===== src/rtl/multicycle_control.sv =====
// Purpose : Moore control FSM for a multicycle MIPS-style datapath (lw/sw/R-type/beq/addi/j).
// Latency : lw 5 cycles; sw, R-type, addi 4; beq, j 3; unknown opcode 2. All outputs follow the state register.
// Backpressure: none; the FSM advances on every rising clk edge.
// Ports   : clk, resetn (async, active low); Op/Funct from the instruction register; Zero from the ALU.
//           Controls IorD, MemWrite, IRWrite, RegDst, MemtoReg, RegWrite, ALUSrcA, ALUSrcB[1:0],
//           PCSrc[1:0], PCEn, AluCon[2:0]; State[3:0] exposes the current state for debug.
// Option  : define BNE_EN to add bne (opcode 000101), which branches when Zero is clear.
module multicycle_control (
    input  logic       clk,
    input  logic       resetn,
    input  logic [5:0] Op,
    input  logic [5:0] Funct,
    input  logic       Zero,
    output logic       IorD,
    output logic       MemWrite,
    output logic       IRWrite,
    output logic       RegDst,
    output logic       MemtoReg,
    output logic       RegWrite,
    output logic       ALUSrcA,
    output logic [1:0] ALUSrcB,
    output logic [1:0] PCSrc,
    output logic       PCEn,
    output logic [2:0] AluCon,
    output logic [3:0] State
);

    typedef enum logic [3:0] {
        FETCH   = 4'd0,
        DECODE  = 4'd1,
        MEMADR  = 4'd2,
        MEMRD   = 4'd3,
        MEMWB   = 4'd4,
        MEMWR   = 4'd5,
        EXECUTE = 4'd6,
        ALUWB   = 4'd7,
        BRANCH  = 4'd8,
        ADDIEX  = 4'd9,
        ADDIWB  = 4'd10,
        JUMP    = 4'd11
    } state_t;

    localparam logic [5:0] OP_RTYPE = 6'b000000;
    localparam logic [5:0] OP_LW    = 6'b100011;
    localparam logic [5:0] OP_SW    = 6'b101011;
    localparam logic [5:0] OP_BEQ   = 6'b000100;
    localparam logic [5:0] OP_ADDI  = 6'b001000;
    localparam logic [5:0] OP_J     = 6'b000010;
`ifdef BNE_EN
    localparam logic [5:0] OP_BNE   = 6'b000101;
`endif

    state_t     r_state;
    state_t     w_next;

    logic       w_pc_write;
    logic       w_branch;
    logic       w_take;
    logic       w_mem_write;
    logic       w_ir_write;
    logic       w_reg_write;
    logic [1:0] w_alu_op;

    // State register; reset lands in FETCH immediately, even mid-instruction.
    always_ff @(posedge clk or negedge resetn) begin
        if (!resetn) begin
            r_state <= FETCH;
        end else begin
            r_state <= w_next;
        end
    end

    // Next-state logic.
    always_comb begin
        w_next = FETCH;
        case (r_state)
            FETCH:   w_next = DECODE;
            DECODE: begin
                case (Op)
                    OP_LW, OP_SW: w_next = MEMADR;
                    OP_RTYPE:     w_next = EXECUTE;
                    OP_BEQ:       w_next = BRANCH;
`ifdef BNE_EN
                    OP_BNE:       w_next = BRANCH;
`endif
                    OP_ADDI:      w_next = ADDIEX;
                    OP_J:         w_next = JUMP;
                    default:      w_next = FETCH;
                endcase
            end
            MEMADR: begin
                if (Op == OP_LW) begin
                    w_next = MEMRD;
                end else if (Op == OP_SW) begin
                    w_next = MEMWR;
                end else begin
                    w_next = FETCH;
                end
            end
            MEMRD:   w_next = MEMWB;
            MEMWB:   w_next = FETCH;
            MEMWR:   w_next = FETCH;
            EXECUTE: w_next = ALUWB;
            ALUWB:   w_next = FETCH;
            BRANCH:  w_next = FETCH;
            ADDIEX:  w_next = ADDIWB;
            ADDIWB:  w_next = FETCH;
            JUMP:    w_next = FETCH;
            default: w_next = FETCH;   // encodings 12-15 recover to FETCH
        endcase
    end

    // Moore output decode from the state alone.
    always_comb begin
        IorD        = 1'b0;
        w_mem_write = 1'b0;
        w_ir_write  = 1'b0;
        RegDst      = 1'b0;
        MemtoReg    = 1'b0;
        w_reg_write = 1'b0;
        ALUSrcA     = 1'b0;
        ALUSrcB     = 2'b00;
        PCSrc       = 2'b00;
        w_pc_write  = 1'b0;
        w_branch    = 1'b0;
        w_alu_op    = 2'b00;
        case (r_state)
            FETCH: begin
                w_ir_write = 1'b1;
                w_pc_write = 1'b1;
                ALUSrcB    = 2'b01;
            end
            DECODE: begin
                ALUSrcB = 2'b11;
            end
            MEMADR: begin
                ALUSrcA = 1'b1;
                ALUSrcB = 2'b10;
            end
            MEMRD: begin
                IorD = 1'b1;
            end
            MEMWB: begin
                w_reg_write = 1'b1;
                MemtoReg    = 1'b1;
            end
            MEMWR: begin
                IorD        = 1'b1;
                w_mem_write = 1'b1;
            end
            EXECUTE: begin
                ALUSrcA  = 1'b1;
                w_alu_op = 2'b10;
            end
            ALUWB: begin
                RegDst      = 1'b1;
                w_reg_write = 1'b1;
            end
            BRANCH: begin
                ALUSrcA  = 1'b1;
                PCSrc    = 2'b01;
                w_branch = 1'b1;
                w_alu_op = 2'b01;
            end
            ADDIEX: begin
                ALUSrcA = 1'b1;
                ALUSrcB = 2'b10;
            end
            ADDIWB: begin
                w_reg_write = 1'b1;
            end
            JUMP: begin
                PCSrc      = 2'b10;
                w_pc_write = 1'b1;
            end
            default: begin
            end
        endcase
    end

    // ALU decode: fixed add/sub for address and branch compare, funct-driven for R-type.
    always_comb begin
        AluCon = 3'b010;
        case (w_alu_op)
            2'b01: AluCon = 3'b110;
            2'b10: begin
                case (Funct)
                    6'b100000: AluCon = 3'b010;
                    6'b100010: AluCon = 3'b110;
                    6'b100100: AluCon = 3'b000;
                    6'b100101: AluCon = 3'b001;
                    6'b101010: AluCon = 3'b111;
                    default:   AluCon = 3'b010;
                endcase
            end
            default: AluCon = 3'b010;
        endcase
    end

    // Branch condition; Op is held in the instruction register through BRANCH.
`ifdef BNE_EN
    assign w_take = (Op == OP_BNE) ? ~Zero : Zero;
`else
    assign w_take = Zero;
`endif

    // Write strobes are held off while resetn is low; the state is already FETCH then.
    assign MemWrite = w_mem_write & resetn;
    assign IRWrite  = w_ir_write  & resetn;
    assign RegWrite = w_reg_write & resetn;
    assign PCEn     = resetn & (w_pc_write | (w_branch & w_take));
    assign State    = r_state;

endmodule


===== config.mk =====
export PLATFORM = sky130hd
export DESIGN_NAME = multicycle_control
export DESIGN_NICKNAME = d
export VERILOG_FILES = /design/src/rtl/multicycle_control.sv
export SDC_FILE = /design/constraint.sdc
export NUM_CORES = 1
export LEC_CHECK = 0
export CAP_MARGIN = 20
export CORE_MARGIN = 2
export CORE_UTILIZATION = 40
export CTS_CLUSTER_SIZE = 8
export DETAILED_ROUTE_END_ITERATION = 6
export GPL_ROUTABILITY_DRIVEN = 0
export PLACE_DENSITY = 0.83
export SLEW_MARGIN = 20
export SYNTH_ARGS = -nofsm -noshare
export SYNTH_HDL_FRONTEND = slang
export SYNTH_SLANG_ARGS = --single-unit
export TNS_END_PERCENT = 50

===== constraint.sdc =====
create_clock -name clk -period 3.6 [get_ports clk]
set_clock_uncertainty 0.05 [all_clocks]
set_input_delay 1.08 -clock clk [delete_from_list [all_inputs] [get_ports clk]]
set_output_delay 1.08 -clock clk [all_outputs]
set_load 0.005 [all_outputs]

==> impl_metrics.py, run 1 <==
metrics = {
    "outcome": {
        "outcome": "completed",
    },
    "synth": {
        "ys_ff_latch": 4,
        "synthTopCellsByArea": "dfrtp_1 (17%), nor2b_1 (8.4%), ha_1 (6.3%)",
        "synth_top_area_share_pct": 16.7,
        "yosys_warnings": 0,
        "syn_area_um2": 599,
        "synth_cells": 84,
        "ys_seq_area_share_pct": 16.7,
        "yosys.cell_types.count": 30,
        "synth_nets": 102,
        "synth_top_cell_by_area": "dfrtp_1",
        "avgSynthCellArea_um2": 7.13,
    },
    "place": {
        "port_buffers": 33,
        "dpl.cell_count": 136,
        "dp_slack_ns": -0.354,
        "dpl.hpwl_um": 1450,
        "placed_cell_area_um2": 986,
    },
    "setup_path": {
        "critPathKind": "input pin to primary output",
        "path_max_fanout": 2,
        "end_kind": "primary output",
        "cp_slowest_stage_delay_ns": 0.47,
        "critical_path_required_ns": 2.47,
        "cp.arrival_ns": 2.40,
        "cpMaxStageDelayCell": "clkdlybuf4s50_1",
        "crit_top_cell": "buf_4",
        "worstPathCellList": "clkdlybuf4s50_1 > nor4b_4 > buf_4 > buf_4 > nand4_1 > nand2_1 > clkdlybuf4s15_1",
        "critPathLaunchType": "input pin",
        "r2r_slack_ns": 2.19,
    },
    "power": {
        "power.leakage_nw": 0.440,
        "p_per_area_nw_per_um2": 357,
        "peakVddDrop_uv": 218,
    },
    "grt": {
        "grt_pass1_vias": 731,
        "grt_usage_pct": 23.1,
        "grt_max_degree": 15,
        "antenna_found_initial": 0,
        "grt_overflow": 0,
        "grt_pass1_wl_um": 3180,
    },
    "timing": {
        "tightest_slew_ns": 0.363,
        "fmax_mhz": 284,
        "fin_ws_ns": 0.0746,
        "post-route-period-util_pct": 97.9,
        "rsz0062_at_grt": "no",
        "period_needed_ns": 3.53,
        "drv_slew": 0,
        "hold_violations": 0,
        "setup_viol": 0,
        "slew_headroom_pct": 75.8,
    },
    "floorplan": {
        "core_um2": 1350,
        "die_y_um": 42.7,
        "initial_core_util_pct": 44.4,
        "rows": 13,
        "die_w_um": 42.7,
        "fp.dieArea_um2": 1820,
        "io_pins": 34,
    },
    "cts": {
        "clock_latency_ns": 0.25,
        "numCtsBuffers": 3,
        "cts_max_level": 1,
        "cts_hold_buffers": 0,
        "clk_path_buf_depth": 2,
        "clk_pin_slew_worst_paths_ns": 0.04,
        "cts_tree": "done",
        "root_buffer": "clkbuf_4",
        "clock_sinks": 4,
    },
    "detailed_routing": {
        "dr.pass1.iters": 4,
        "ant_nets": 0,
        "route.detailed.drc": 0,
        "num_vias": 814,
        "vias_per_cell": 5.73,
        "initialDrtViolationCount": 29,
        "post_drt_wl_per_cell_um": 13.6,
        "wl_um": 1930,
    },
    "min_path": {
        "min_path_type": "flip-flop to flip-flop",
    },
    "run": {
        "maxCapViolations": 0,
    },
    "cells_and_area": {
        "drive_above_1_share_pct": 15.0,
        "synthToLayoutAreaGrowth_pct": 74.3,
        "num_antenna_cells": 0,
        "largest_reg_flops": 4,
        "fin_area_um2": 1040,
        "fin_cells": 142,
        "layout.nets": 147,
    },
}
stage by stage:
stage / total power [W] / setup TNS (ns) / utilization, % / hold WS, ns
final: 0.000373 / 0 / 77.4 / 0.549
after global routing: 0.000400 / 0 / 77.4 / 0.596
after CTS: 0.000374 / -0.00887 / 76.9 / 0.553
after detailed placement: 0.000308 / -0.705 / 73.0 / 0.553
after global placement: 0.000301 / -0.507 / 73.0 / 0.545
after floorplan: 0.000184 / 0 / - / 0.574
cell usage in the layout, fill, tap and decap left out, types with 2 or more instances in the layout:
cell	Yosys	layout
nor2_1	9	9
nor3b_1	2	2
clkbuf_4	0	3
nor3_1	7	7
nand3_1	4	4
inv_1	5	5
nand2b_1	4	4
o21ai_0	4	4
nand4_1	2	2
nand2_1	5	5
clkdlybuf4s50_1	0	26
and3_1	2	2
dlygate4sd2_1	0	4
a21oi_1	4	4
nor2b_1	8	8
a31oi_1	2	2
ha_1	3	3
dfrtp_1	4	4
buf_4	1	11
xor2_1	3	3
report_power, final:
part           leakage, nW  internal (W)  switching (W)
clock network       0.0138     0.0000377      0.0000245
registers           0.0533     0.0000545     0.00000737
logic                0.373      0.000131       0.000118
total                0.440      0.000223       0.000150
critical path, delay by kind of cell:
kind | cells | cell delay [ns]
buffers and inverters | 4 | 0.90
AND/OR/NAND/NOR | 3 | 0.41
final timing paths:
path / end / start / cells after the start
worst max-delay path: AluCon[0] / Funct[5] / 7
worst min-delay path: State[2]$_DFF_PN0_ / State[0]$_DFF_PN0_ / 3
worst max register to register: State[1]$_DFF_PN0_ / State[2]$_DFF_PN0_ / 4
worst min register to register: State[2]$_DFF_PN0_ / State[0]$_DFF_PN0_ / 3
max in group asynchronous: State[3]$_DFF_PN0_ / resetn / 2
min in group asynchronous: State[2]$_DFF_PN0_ / resetn / 1
area by class of cell:
cell class	instances	area [µm²]
Timing Repair Buffer	44	405
Multi-Input combinational cell	71	479
Tap cell	15	18.8
Sequential cell	4	100
Clock buffer	3	22.5
Inverter	5	18.8
Fill cell	105	305
Yosys cell counts:
library cell  count
nand4_1           2
a21boi_0          1
xor2_1            3
nand2_1           5
nand2b_1          4
a32oi_1           1
nor2b_1           8
nor4b_1           1
inv_1             5
or3b_1            1
and3_1            2
a31oi_1           2
buf_2             3
or3_1             1
dfrtp_1           4
nor4bb_1          1
ha_1              3
a2111oi_2         1
nand3_1           4
nor3_1            7
nor4_4            1
nor2_1            9
o21a_1            1
a41oi_1           1
o2111ai_1         1
a21oi_1           4
nor3b_1           2
buf_4             1
nand3b_1          1
o21ai_0           4
cell families after synthesis:
kind of cell	Yosys count	share of synthesized area, %
fa+ha+maj	3	6.26
compound gates	16	18.2
flops	4	16.7
buf+inv	9	6.89
simple gates	49	47.6
xor+xnor	3	4.38
metal layers:
layer	vias to the layer above	global-route usage (%)	wire length [µm]
met3	6	5.96	160
met1	369	28.1	794
met5	-	0	0
met4	0	13.1	40
met2	52	36.4	933
li1	387	-	-
timing repair:
item	CTS	global route
pin swaps	4	1
cloned	0	0
gates resized for setup	10	3
setup endpoints to repair	3	2
buffers inserted	2	1
Note: power is estimated with default switching activity, not from simulation.
==> run 2, diff against run 1 <==
CAP_MARGIN = 5   (was 20)
==> results of run 2 <==
The final DEF is identical to that of run 1; final timing and power are the same.
==> run 3, diff against run 2 <==
ABC_AREA = 1   (was unset)
CORE_AREA = 2 2 39 41   (was unset)
CORE_MARGIN = unset   (was 2)
CORE_UTILIZATION = unset   (was 40)
DIE_AREA = 0 0 41 43   (was unset)
DONT_BUFFER_PORTS = 1   (was unset)
PLACE_DENSITY = unset   (was 0.83)
==> run 3 against run 2 <==
Net effect:
- clock power fell by 15%
- via count shrank 24%
- register-to-register slack improved by 0.25 ns
- sequential power increased by 14%
- fmax increased by 24%
- cell count down 5.6%
- combinational power down 51%
- total power shrank 34%
- critical path type is now flip-flop to primary output
- largest cell class unchanged
==> impl_metrics.py, run 3 <==
metrics = {
    "outcome": {
        "outcome": "completed",
    },
    "cts": {
        "cts_tree": "done",
        "clk_path_buf_depth": 2,
        "cts_setup_buffers": 0,
        "clock_latency_ns": 0.23,
        "cts_resized": 0,
        "cts_hold_buffers": 0,
        "cts_max_level": 1,
        "root_buffer": "clkbuf_4",
        "numCtsBuffers": 3,
        "clk_pin_slew_worst_paths_ns": 0.04,
        "clock_sinks": 4,
    },
    "setup_path": {
        "r2r_slack_ns": 2.44,
        "path_max_fanout": 5,
        "critPathLaunchType": "flip-flop",
        "cp.arrival_ns": 1.72,
        "critPathKind": "flip-flop to primary output",
        "worstPathCellList": "nor2_1 > inv_1 > nor2_1 > inv_1 > ha_1 > nand4_1 > o21ai_0",
        "end_kind": "primary output",
        "cpMaxStageDelayCell": "dfrtp_1",
        "cp_slowest_stage_delay_ns": 0.43,
        "critical_path_required_ns": 2.47,
        "rr_startpoint": "State[3]$_DFF_PN0_",
        "cp-startpoint": "State[0]$_DFF_PN0_",
    },
    "cells_and_area": {
        "layout.nets": 138,
        "multi_input_area_um2": 398,
        "synthToLayoutAreaGrowth_pct": 7.05,
        "final_cell_mix": "nand2_1 (27), nor2_1 (24), inv_1 (22)",
        "layout_commonest_cell": "nand2_1",
        "nFillCells": 168,
        "seqCellArea_um2": 100,
        "num_antenna_cells": 0,
        "drive_above_1_share_pct": 14.4,
        "largest_reg_flops": 4,
        "fin_cells": 134,
    },
    "detailed_routing": {
        "num_vias": 621,
        "post_drt_wl_per_cell_um": 9.37,
        "ant_nets": 0,
        "wl_um": 1260,
        "vias_per_cell": 4.63,
        "initialDrtViolationCount": 7,
        "dr.pass1.iters": 2,
        "route.detailed.drc": 0,
    },
    "synth": {
        "synth_top_cell_by_area": "nand2_1",
        "yosys.cell_types.count": 15,
        "syn_area_um2": 603,
        "yosys_warnings": 0,
        "synth_top_area_share_pct": 16.8,
        "synth_commonest_cells": "nand2_1 (27), nor2_1 (24), inv_1 (22)",
        "synth_cells": 115,
        "avgSynthCellArea_um2": 5.24,
        "synth_nets": 133,
        "async_reset_ff_share_pct": 100,
        "synth_edf_count": 0,
        "ys.flop_type": "dfrtp_1",
        "ys_seq_area_share_pct": 16.6,
        "synthTopCellsByArea": "nand2_1 (17%), dfrtp_1 (17%), nor2_1 (15%)",
        "yosysMostFrequentCell": "nand2_1",
        "ys_ff_latch": 4,
    },
    "timing": {
        "period_needed_ns": 2.85,
        "finalSetupTns_ns": 0,
        "rsz0062_at_grt": "no",
        "post-route-period-util_pct": 79.2,
        "tightest_slew_ns": 0.305,
        "worst_hold_slack_ns": 0.497,
        "fmax_mhz": 351,
        "fin_ws_ns": 0.748,
        "slew_headroom_pct": 79.6,
        "drv_slew": 0,
        "hold_violations": 0,
        "setup_viol": 0,
    },
    "place": {
        "port_buffers": 0,
        "dp_slack_ns": 0.911,
        "dpl.hpwl_um": 1100,
        "dpl.cell_count": 131,
    },
    "floorplan": {
        "die_y_um": 43,
        "fp.dieArea_um2": 1760,
        "core_um2": 1380,
        "rows": 14,
        "initial_core_util_pct": 43.6,
        "die_w_um": 41,
        "io_pins": 34,
    },
    "grt": {
        "grt_overflow": 0,
        "grt_usage_pct": 15.1,
        "grt_pass1_wl_um": 1930,
        "grt_max_degree": 7,
        "grt_pass1_vias": 531,
        "antenna_found_initial": 0,
    },
    "power": {
        "p_per_area_nw_per_um2": 381,
        "power.leakage_nw": 0.404,
        "peakVddDrop_uv": 171,
    },
    "min_path": {
        "min_path_type": "input pin to async pin",
    },
    "run": {
        "maxCapViolations": 0,
    },
}
[run 3: power breakdown]
part / switching [W] / internal [W] / leakage (nW)
Clock: 0.0000160 / 0.0000371 / 0.0138
Sequential: 0.0000156 / 0.0000547 / 0.0533
Combinational: 0.0000850 / 0.0000374 / 0.337
[run 3: layout make-up]
type / instances / share of cell area [%]
inverter: 28 / 16.3
clock buffer: 3 / 3.49
tap: 16 / 3.10
multi-input combinational: 83 / 61.6
sequential: 4 / 15.5
[run 3: logic make-up (layout without fill, tap and decap cells)]
logic type	after synthesis	count (layout)	synth area share (%)
DFF	4	4	16.6
and+or+nand+nor	75	75	55.4
adders and majority gates	3	3	6.22
AOI/OAI and AO/OA	5	5	4.36
buffers and inverters	28	31	17.4
[run 3: per-layer routing]
| layer | wire [µm] | vias up | GRT usage, % |
|---|---|---|---|
| li1 | - | 352 | - |
| met1 | 613 | 252 | 20.0 |
| met2 | 574 | 17 | 25.3 |
| met3 | 66 | 0 | 2.09 |
| met4 | 0 | 0 | 2.00 |
| met5 | 0 | - | 0 |
[run 3: worst paths after layout]
kind,end,cells after the start
max reg2reg,State[2]$_DFF_PN0_,5
max in group asynchronous,State[0]$_DFF_PN0_,0
min reg2reg,State[1]$_DFF_PN0_,4
min,State[3]$_DFF_PN0_,0
min in group clk,State[1]$_DFF_PN0_,4
max,AluCon[0],7
[run 3: critical path, delay by kind of cell, from the launching register on]
kind	cells	cell delay, ns
adder cells (fa/ha/maj)	1	0.24
buffers and inverters	2	0.17
AND/OR/NAND/NOR	3	0.54
flip-flops	1	0.43
AO/OA/AOI/OAI	1	0.11
[run 3: per-stage QoR]
step                power, W  util, %  instance area, µm²
detailed placement  0.000195     45.0                 623
global placement    0.000193     45.0                 623
CTS                 0.000250     46.7                 646
finish              0.000246     46.7                 646
global route        0.000272     46.7                 646
floorplan           0.000170        -                 603
